## config.mk

```make
export PLATFORM = sky130hd
export DESIGN_NAME = inv_key_schedule
export DESIGN_NICKNAME = d
export VERILOG_FILES = /design/src/rtl/aes_pkg.sv /design/src/rtl/aes_rcon_rom.sv /design/src/rtl/inv_key_schedule.sv
export SDC_FILE = /design/constraint.sdc
export NUM_CORES = 1
export LEC_CHECK = 0
export CAP_MARGIN = 10
export CORE_UTILIZATION = 40
export DETAILED_ROUTE_END_ITERATION = 16
export PLACE_DENSITY = 0.72
export SKIP_LAST_GASP = 1
export SLEW_MARGIN = 20
export SYNTH_ARGS = -nofsm -noshare
export SYNTH_HDL_FRONTEND = slang
export SYNTH_HIERARCHICAL = 1
export SYNTH_SLANG_ARGS = --single-unit
```

## constraint.sdc

```tcl
create_clock -name clk -period 9.8 [get_ports clk]
set_clock_uncertainty 0.2 [all_clocks]
set_input_delay 1.96 -clock clk [delete_from_list [all_inputs] [get_ports clk]]
set_output_delay 1.96 -clock clk [all_outputs]
set_load 0.02 [all_outputs]
```

## src/rtl/aes_pkg.sv

```systemverilog
// Shared AES key-schedule definitions: byte/word types, round constants,
// key-schedule FSM states and the row/column byte-layout helpers.
// A 128-bit key holds row r, column c at bits [8*(4r+c) +: 8]; a word is
// one column packed as {row3,row2,row1,row0}.
package aes_pkg;

    typedef logic [7:0]  byte_t;
    typedef logic [31:0] word_t;

    localparam int RCON_ENTRIES = 10;

    localparam byte_t RCON [1:RCON_ENTRIES] = '{
        8'h01, 8'h02, 8'h04, 8'h08, 8'h10,
        8'h20, 8'h40, 8'h80, 8'h1B, 8'h36
    };

    typedef enum logic [2:0] {
        IDLE  = 3'd0,
        CALC3 = 3'd1,
        CALC2 = 3'd2,
        CALC1 = 3'd3,
        CALC0 = 3'd4
    } ks_state_t;

    // Gather column col of a key into a word, row 0 in the low byte.
    function automatic word_t get_word(input logic [127:0] key, input logic [1:0] col);
        word_t w;
        w = '0;
        for (int r = 0; r < 4; r++) begin
            w[8*r +: 8] = key[8*(4*r + int'(col)) +: 8];
        end
        return w;
    endfunction

    // Scatter a word back into column col of a key, leaving other columns intact.
    function automatic logic [127:0] put_word(input logic [127:0] key, input logic [1:0] col,
                                              input word_t w);
        logic [127:0] k;
        k = key;
        for (int r = 0; r < 4; r++) begin
            k[8*(4*r + int'(col)) +: 8] = w[8*r +: 8];
        end
        return k;
    endfunction

endpackage

```

## src/rtl/aes_rcon_rom.sv

```systemverilog
// AES round-constant lookup. Rounds 1..MAX_ROUND map to the RCON table;
// any other index (including 0) returns 8'h00.
module aes_rcon_rom #(
    parameter int MAX_ROUND = 10
) (
    input  logic [3:0] round,
    output logic [7:0] rcon
);
    import aes_pkg::*;

    // Table lookup; out-of-range rounds fall through to zero.
    always_comb begin
        rcon = 8'h00;
        for (int i = 1; i <= RCON_ENTRIES; i++) begin
            if ((i <= MAX_ROUND) && (round == 4'(i))) begin
                rcon = RCON[i];
            end
        end
    end

endmodule

```

## src/rtl/inv_key_schedule.sv

```systemverilog
// Inverse AES-128 key expansion: K(i) -> K(i-1), one column per cycle in the
// order 3, 2, 1, 0. Column 0 needs SubWord(RotWord(new column 3)), which is
// obtained from an external S-box shared with the forward schedule.
// Optional build macro INV_KEY_SCHED_ROUND_CHECK_EN adds an err output that
// rejects start requests carrying a round index outside 1..NR.
module inv_key_schedule #(
    parameter int NR = 10,
    parameter int KW = 128
) (
    input  logic          clk,
    input  logic          rst,
    input  logic          start,
    input  logic [3:0]    round,
    input  logic [KW-1:0] key_in,
    input  logic [31:0]   s_boxed_row,
    output logic [31:0]   sbox_word,
    output logic [KW-1:0] out_key,
    output logic          busy,
    output logic          done
`ifdef INV_KEY_SCHED_ROUND_CHECK_EN
    ,
    output logic          err
`endif
);
    import aes_pkg::*;

    ks_state_t     state_reg, state_next;
    logic [KW-1:0] key_reg, key_next;
    logic [3:0]    round_reg, round_next;
    logic [KW-1:0] out_key_reg, out_key_next;
    logic          busy_reg, busy_next;
    logic          done_reg, done_next;
    logic          accept;
    logic [7:0]    rcon;
    word_t         k0, k1, k2, k3;
    word_t         out_w3;

`ifdef INV_KEY_SCHED_ROUND_CHECK_EN
    logic          err_reg, err_next;
    logic          round_ok;
    logic          reject;
`endif

    aes_rcon_rom #(
        .MAX_ROUND (NR)
    ) u_rcon (
        .round (round_reg),
        .rcon  (rcon)
    );

    assign k0     = get_word(key_reg, 2'd0);
    assign k1     = get_word(key_reg, 2'd1);
    assign k2     = get_word(key_reg, 2'd2);
    assign k3     = get_word(key_reg, 2'd3);
    assign out_w3 = get_word(out_key_reg, 2'd3);

    // RotWord of the freshly computed column 3; only consumed during CALC0.
    assign sbox_word = {out_w3[7:0], out_w3[31:8]};

`ifdef INV_KEY_SCHED_ROUND_CHECK_EN
    assign round_ok = (round != 4'd0) && (int'(round) <= NR);
    assign accept   = start && round_ok;
    assign reject   = start && !round_ok;
`else
    assign accept   = start;
`endif

    // Next-state and datapath updates; each CALC state writes one column.
    always_comb begin
        state_next   = state_reg;
        key_next     = key_reg;
        round_next   = round_reg;
        out_key_next = out_key_reg;
        busy_next    = busy_reg;
        done_next    = 1'b0;
`ifdef INV_KEY_SCHED_ROUND_CHECK_EN
        err_next     = 1'b0;
`endif
        case (state_reg)
            IDLE: begin
                if (accept) begin
                    key_next   = key_in;
                    round_next = round;
                    busy_next  = 1'b1;
                    state_next = CALC3;
                end
`ifdef INV_KEY_SCHED_ROUND_CHECK_EN
                if (reject) begin
                    err_next = 1'b1;
                end
`endif
            end
            CALC3: begin
                out_key_next = put_word(out_key_reg, 2'd3, k3 ^ k2);
                state_next   = CALC2;
            end
            CALC2: begin
                out_key_next = put_word(out_key_reg, 2'd2, k2 ^ k1);
                state_next   = CALC1;
            end
            CALC1: begin
                out_key_next = put_word(out_key_reg, 2'd1, k1 ^ k0);
                state_next   = CALC0;
            end
            CALC0: begin
                out_key_next = put_word(out_key_reg, 2'd0,
                                        k0 ^ s_boxed_row ^ {24'h0, rcon});
                done_next    = 1'b1;
                busy_next    = 1'b0;
                state_next   = IDLE;
            end
            default: begin
                busy_next  = 1'b0;
                state_next = IDLE;
            end
        endcase
    end

    // State and output registers; reset aborts any operation without a done pulse.
    always_ff @(posedge clk or posedge rst) begin
        if (rst) begin
            state_reg   <= IDLE;
            key_reg     <= '0;
            round_reg   <= '0;
            out_key_reg <= '0;
            busy_reg    <= 1'b0;
            done_reg    <= 1'b0;
`ifdef INV_KEY_SCHED_ROUND_CHECK_EN
            err_reg     <= 1'b0;
`endif
        end else begin
            state_reg   <= state_next;
            key_reg     <= key_next;
            round_reg   <= round_next;
            out_key_reg <= out_key_next;
            busy_reg    <= busy_next;
            done_reg    <= done_next;
`ifdef INV_KEY_SCHED_ROUND_CHECK_EN
            err_reg     <= err_next;
`endif
        end
    end

    assign out_key = out_key_reg;
    assign busy    = busy_reg;
    assign done    = done_reg;
`ifdef INV_KEY_SCHED_ROUND_CHECK_EN
    assign err     = err_reg;
`endif

endmodule
```

## Yosys cells after proc, flatten, opt, wreduce, memory -nomap -nowiden

Cells that the tools add are included.

- Flip-flop bits (word level): 265
- Bits in latches: 0
- Bits in writable memories: 0
- Bits in read-only memories: 0
- Input port bits: 167
- Output and inout port bits: 162
- Memories: 0

- $add $sub $neg: 0
- Multipliers: 0
- Divide/modulo/power cells: 0
- Magnitude comparators: 0
- Equal/unequal tests: 15
- Shift operators: 0
- Muxes and demuxes: 16
- Bitwise operators: 10
- Reduce and logical (&&, ||, !) cells: 8

Operators by type and width:

| cell | count |
|---|---|
| one-hot mux 128 bit (4 select lines) | 1 |
| XOR 32 bit | 4 |
| two-way mux 8 bit | 9 |
| XOR 32 x 8 -> 32 bit | 1 |
| equality test 4 x 3 -> 1 bit, second input constant | 4 |
| AND reduction 4 bit | 4 |
| equality test 4 bit, second input constant | 3 |
| one-hot mux 3 bit (4 select lines) | 1 |
| equality test 4 x 2 -> 1 bit, second input constant | 2 |
| equality test 3 x 2 -> 1 bit, second input constant | 2 |
| inverter 1 bit | 5 |
| equality test 4 x 1 -> 1 bit, second input constant | 1 |
| AND reduction 2 bit | 2 |
| equality test 3 x 1 -> 1 bit, second input constant | 1 |
| equality test 3 bit, second input constant | 1 |
| zero test 3 bit | 1 |
| two-way mux 1 bit | 3 |
| two-way mux 3 bit | 1 |
| OR reduction 3 bit | 1 |
| != test 2 bit, second input constant | 1 |
| one-hot mux 1 bit (2 select lines) | 1 |

## Depth between registers and ports, before layout

- Word-level depth: 13
- Depth in mapped cells: 5
- Depth with buffers taken out: 4

## Modules after synthesis

Netlist, hierarchy kept.

Modules (own cells, without submodules):

| module | instances | cells an instance | area each (sq um) |
|---|---|---|---|
| inv_key_schedule | 1 | 727 | 11313.4 |
| aes_rcon_rom | 1 | 18 | 130.1 |

## Worst setup path before layout

Ideal clock, no wire load.

- Path type: input -> register
- From: in start
- To: reg key_reg[10]
- Arrival time: 2.959 ns
- Required time: 9.472 ns
- Slack: 6.513 ns
- Stages on the path: 4
- Path buffers: 2
- Cell sequence: nor4b_4 > buf_2 > buf_4 > mux2_1

- Word-level cells in the longest chain between the ends: 1

RTL lines:

| item | line | RTL |
|---|---|---|
| from (decl) | inv_key_schedule.sv:12 | `input logic start,` |
| AND reduction 2 bit (no source line) | - |  |
| to (signal assigned) | inv_key_schedule.sv:133 | `key_reg <= key_next;` |
| to (decl) | inv_key_schedule.sv:28 | `logic [KW-1:0] key_reg, key_next;` |

Every way passes these cells.
A chain may end at the register's enable or synchronous reset.

## Final worst setup path

- From: in start
- To: reg key_reg[108]

Same word-level chain as after synthesis.

==> run metrics <==
Placer Congestion=roughly 0.78; count of endpoints failing setup in the final report=0; total length of routed met3 wires=between 1.5 and 2 mm; number of placed cells counting well taps=about 1,400; transition time of the tightest slew-check pin=between 1 and 1.5 ns; Critical Path Sink Type=register; post-cts resize count=0; cell-by-cell listing of the critical path=clkdlybuf4s50_1, nor4b_4, buf_4, buf_4, mux2_2; warnings from Yosys=6; Initial DRC Count=260; worst reg2reg path endpoint=key_reg[108]; Layout Cell Area excl Fill=approximately 0.016 mm2; outcome=completed; Pre-antenna DRT Iters=6; share of the clock period used by the worst path=0.421; top area cells in the synthesized netlist=sky130_fd_sc_hd__dfrtp_1 (58%), sky130_fd_sc_hd__mux2_2 (19%), sky130_fd_sc_hd__xor2_1 (9.2%); dominant cell type by area after synthesis=sky130_fd_sc_hd__dfrtp_1; H-Tree Depth=1; count of port buffers added during placement=328; core outline area=about 0.028 mm2; overall power=5.81 mW; leading cell types in the layout, fill and taps excluded=sky130_fd_sc_hd__clkdlybuf4s50_1 (328), sky130_fd_sc_hd__dfrtp_1 (265), sky130_fd_sc_hd__mux2_2 (191); average footprint of a synthesized cell=between 15 and 20 um2; share of total power in the clock network=0.179; pwr/cell area=between 300 and 400 mW/mm2; placed cell areas=roughly 0.015 mm2; arrival time of data at the critical path endpoint=between 4 and 5 ns; part of the Yosys area used for sequential elements=0.579; Startpoint Class=primary input; Cells after Synth=approximately 750; worst-path cell with the longest stage delay=sky130_fd_sc_hd__buf_4; length of routed wiring on met1=11.0 mm; most common library cell in the layout ignoring fill and taps=sky130_fd_sc_hd__clkdlybuf4s50_1; ratio of cells with drive above 1 in the final layout=0.235; cell with the most instances on the worst path=sky130_fd_sc_hd__buf_4; DRC Markers=0; final worst path period need=approximately 4 ns; number of global-route vias before repair=7,252; Clock Root Buffer=sky130_fd_sc_hd__clkbuf_16; path type of the worst setup path=in -> reg; setup repair after global routing missed its margin=false; net count after synthesis=between 900 and 1,000; Psw=between 2 and 2.5 mW; Max-Cap Viols=0; CTS sink count=265; hold path start=busy; crit-path max cell delay=roughly 0.73 ns; number of buffers created by CTS=28; average wire length per cell after detail routing=18.4 um; Die Y=about 170 um; worst rel slew slack=0.291; post-synth top area share=0.579; worst min path class=reg -> reg; peak fanout along the critical path=60; Layout Area Growth over Synthesis=37.8%; summed negative setup slack over all endpoints=0 ns; Max VDD drop=around 0.00017 V; Clk pin slew, worst setup/hold paths=around 0.060 ns; required time of the critical path=around 10 ns; startpoint of the worst-slack reg-to-reg timing path=state_reg[0]; distinct cell type count after synthesis=25; leakage dissipation=roughly 6.7 nW; register bit count reported by yosys=between 200 and 300; Clock Latency Late Sink=between 0.5 and 0.6 ns; worst r2r path cells=4; internal power=approximately 3.8 mW; # fillers=between 2,000 and 2,500; hold depth=1; worst hold endpoint=busy; first-pass GRT wire length=about 41 mm; post-DR vias/cell=between 4 and 5; synthesized cell area=between 0.01 and 0.015 mm2; total of hold buffers inserted after clock tree synthesis=0; hold violation count in the final report=0; total die area=around 0.029 mm2; count of buffer and inverter cells on the critical path=3; filler-free cell count of the finished design=1,444; internal reg-to-reg setup slack=6.95 ns; uppermost layer routed=met4; family of cells with the greatest summed delay on the critical path=buffers and inverters; Clock Tree Buf Depth=3; Total Routing Usage GR=0.184; met2 layer wire length in the routed design=13.0 mm; Pins Over Slew Limit=0; Switching Share=0.348; highest clock rate=0.243 GHz; power share of the combinational group=0.449; Nets=approximately 1,200; via count of the routed design=approximately 7,000; starting utilization of the core area=0.410; total congestion overflow=0; Final ANT Viol Nets=0; Ports=between 300 and 400; post-CTS setup buffer count=0; width of the chip=171 um; CTS tree=yes; pin count of the biggest net entering global routing=approximately 140; HPWL reported at the end of detailed placement=roughly 19 mm; number of antenna violations at the first check in global routing=1; total wire length=about 27 mm; sequential group share of total power=0.372; count of standard-cell rows=just over 60
worst reg2reg max path: cells and delay by family (launching register included):
kind | cells | cell delay, ns
buffers and inverters | 2 | 1.21
DFF | 1 | 0.51
muxes | 1 | 0.48
and+or+nand+nor | 1 | 0.34
cell type report:
type	count	area, um2	area share
antenna	1	2.50	0.000159
clock buffer	38	800	0.0507
clock inverter	11	105	0.00666
inverter	2	15.0	0.000952
multi-input combinational	414	4400	0.279
sequential	265	6630	0.420
tap	378	473	0.0300
timing repair buffer	335	3350	0.212
synth_stat cells (all sizes together):
| library cell | n |
|---|---|
| xor3 | 8 |
| nor3b | 4 |
| clkbuf | 1 |
| nor2 | 4 |
| mux2 | 260 |
| or3b | 1 |
| buf | 63 |
| nor4b | 1 |
| a21o | 1 |
| o22ai | 1 |
| and4b | 1 |
| and3b | 1 |
| nand2b | 3 |
| dfrtp | 265 |
| inv | 2 |
| nor3 | 2 |
| xor2 | 120 |
| xnor2 | 3 |
| a21oi | 2 |
| nand3b | 2 |
per-stage QoR:
stage	setup slack, ns	util	hold slack [ns]
finish	5.68	0.565	0.288
global route	5.52	0.565	0.317
CTS	5.66	0.565	0.293
detailed placement	5.08	0.532	0.278
global placement	5.12	0.532	0.267
floorplan	0.343	-	0.259
routing by layer:
layer  global-route usage  vias up
li1                     -     3142
met1                0.231     3449
met2                0.310      210
met3               0.0451       47
met4               0.0602        0
met5                    0        -
worst max-delay path by stage:
stage | startpoint | endpoint | slack, ns | cells after the start
floorplan | rst | busy | 0.34 | 1
CTS | start | key_reg[93] | 5.66 | 5
detailed placement | start | key_reg[100] | 5.08 | 5
finish | start | key_reg[108] | 5.68 | 5
global placement | start | key_reg[100] | 5.12 | 5
global route | start | key_reg[116] | 5.52 | 5
kinds of logic (layout without fill, tap and decap cells):
logic type,after synthesis,in the layout,share of synthesized area
XOR/XNOR,131,131,0.111
AO/OA/AOI/OAI,4,4,0.00241
AND/OR/NAND/NOR,19,19,0.0137
flip-flops,265,265,0.579
buffers and inverters,66,386,0.0378
other,0,1,0
multiplexers,260,260,0.256
power by group through the flow:
stage | combinational [mW] | sequential, mW | clock [mW]
floorplan | 1.43 | 2.39 | 0
global placement | 2.58 | 2.17 | 0
detailed placement | 2.64 | 2.19 | 0
CTS | 2.65 | 2.18 | 1.08
global route | 2.81 | 2.26 | 1.11
finish | 2.61 | 2.16 | 1.04
No activity file was read; power rests on OpenSTA's default activity.
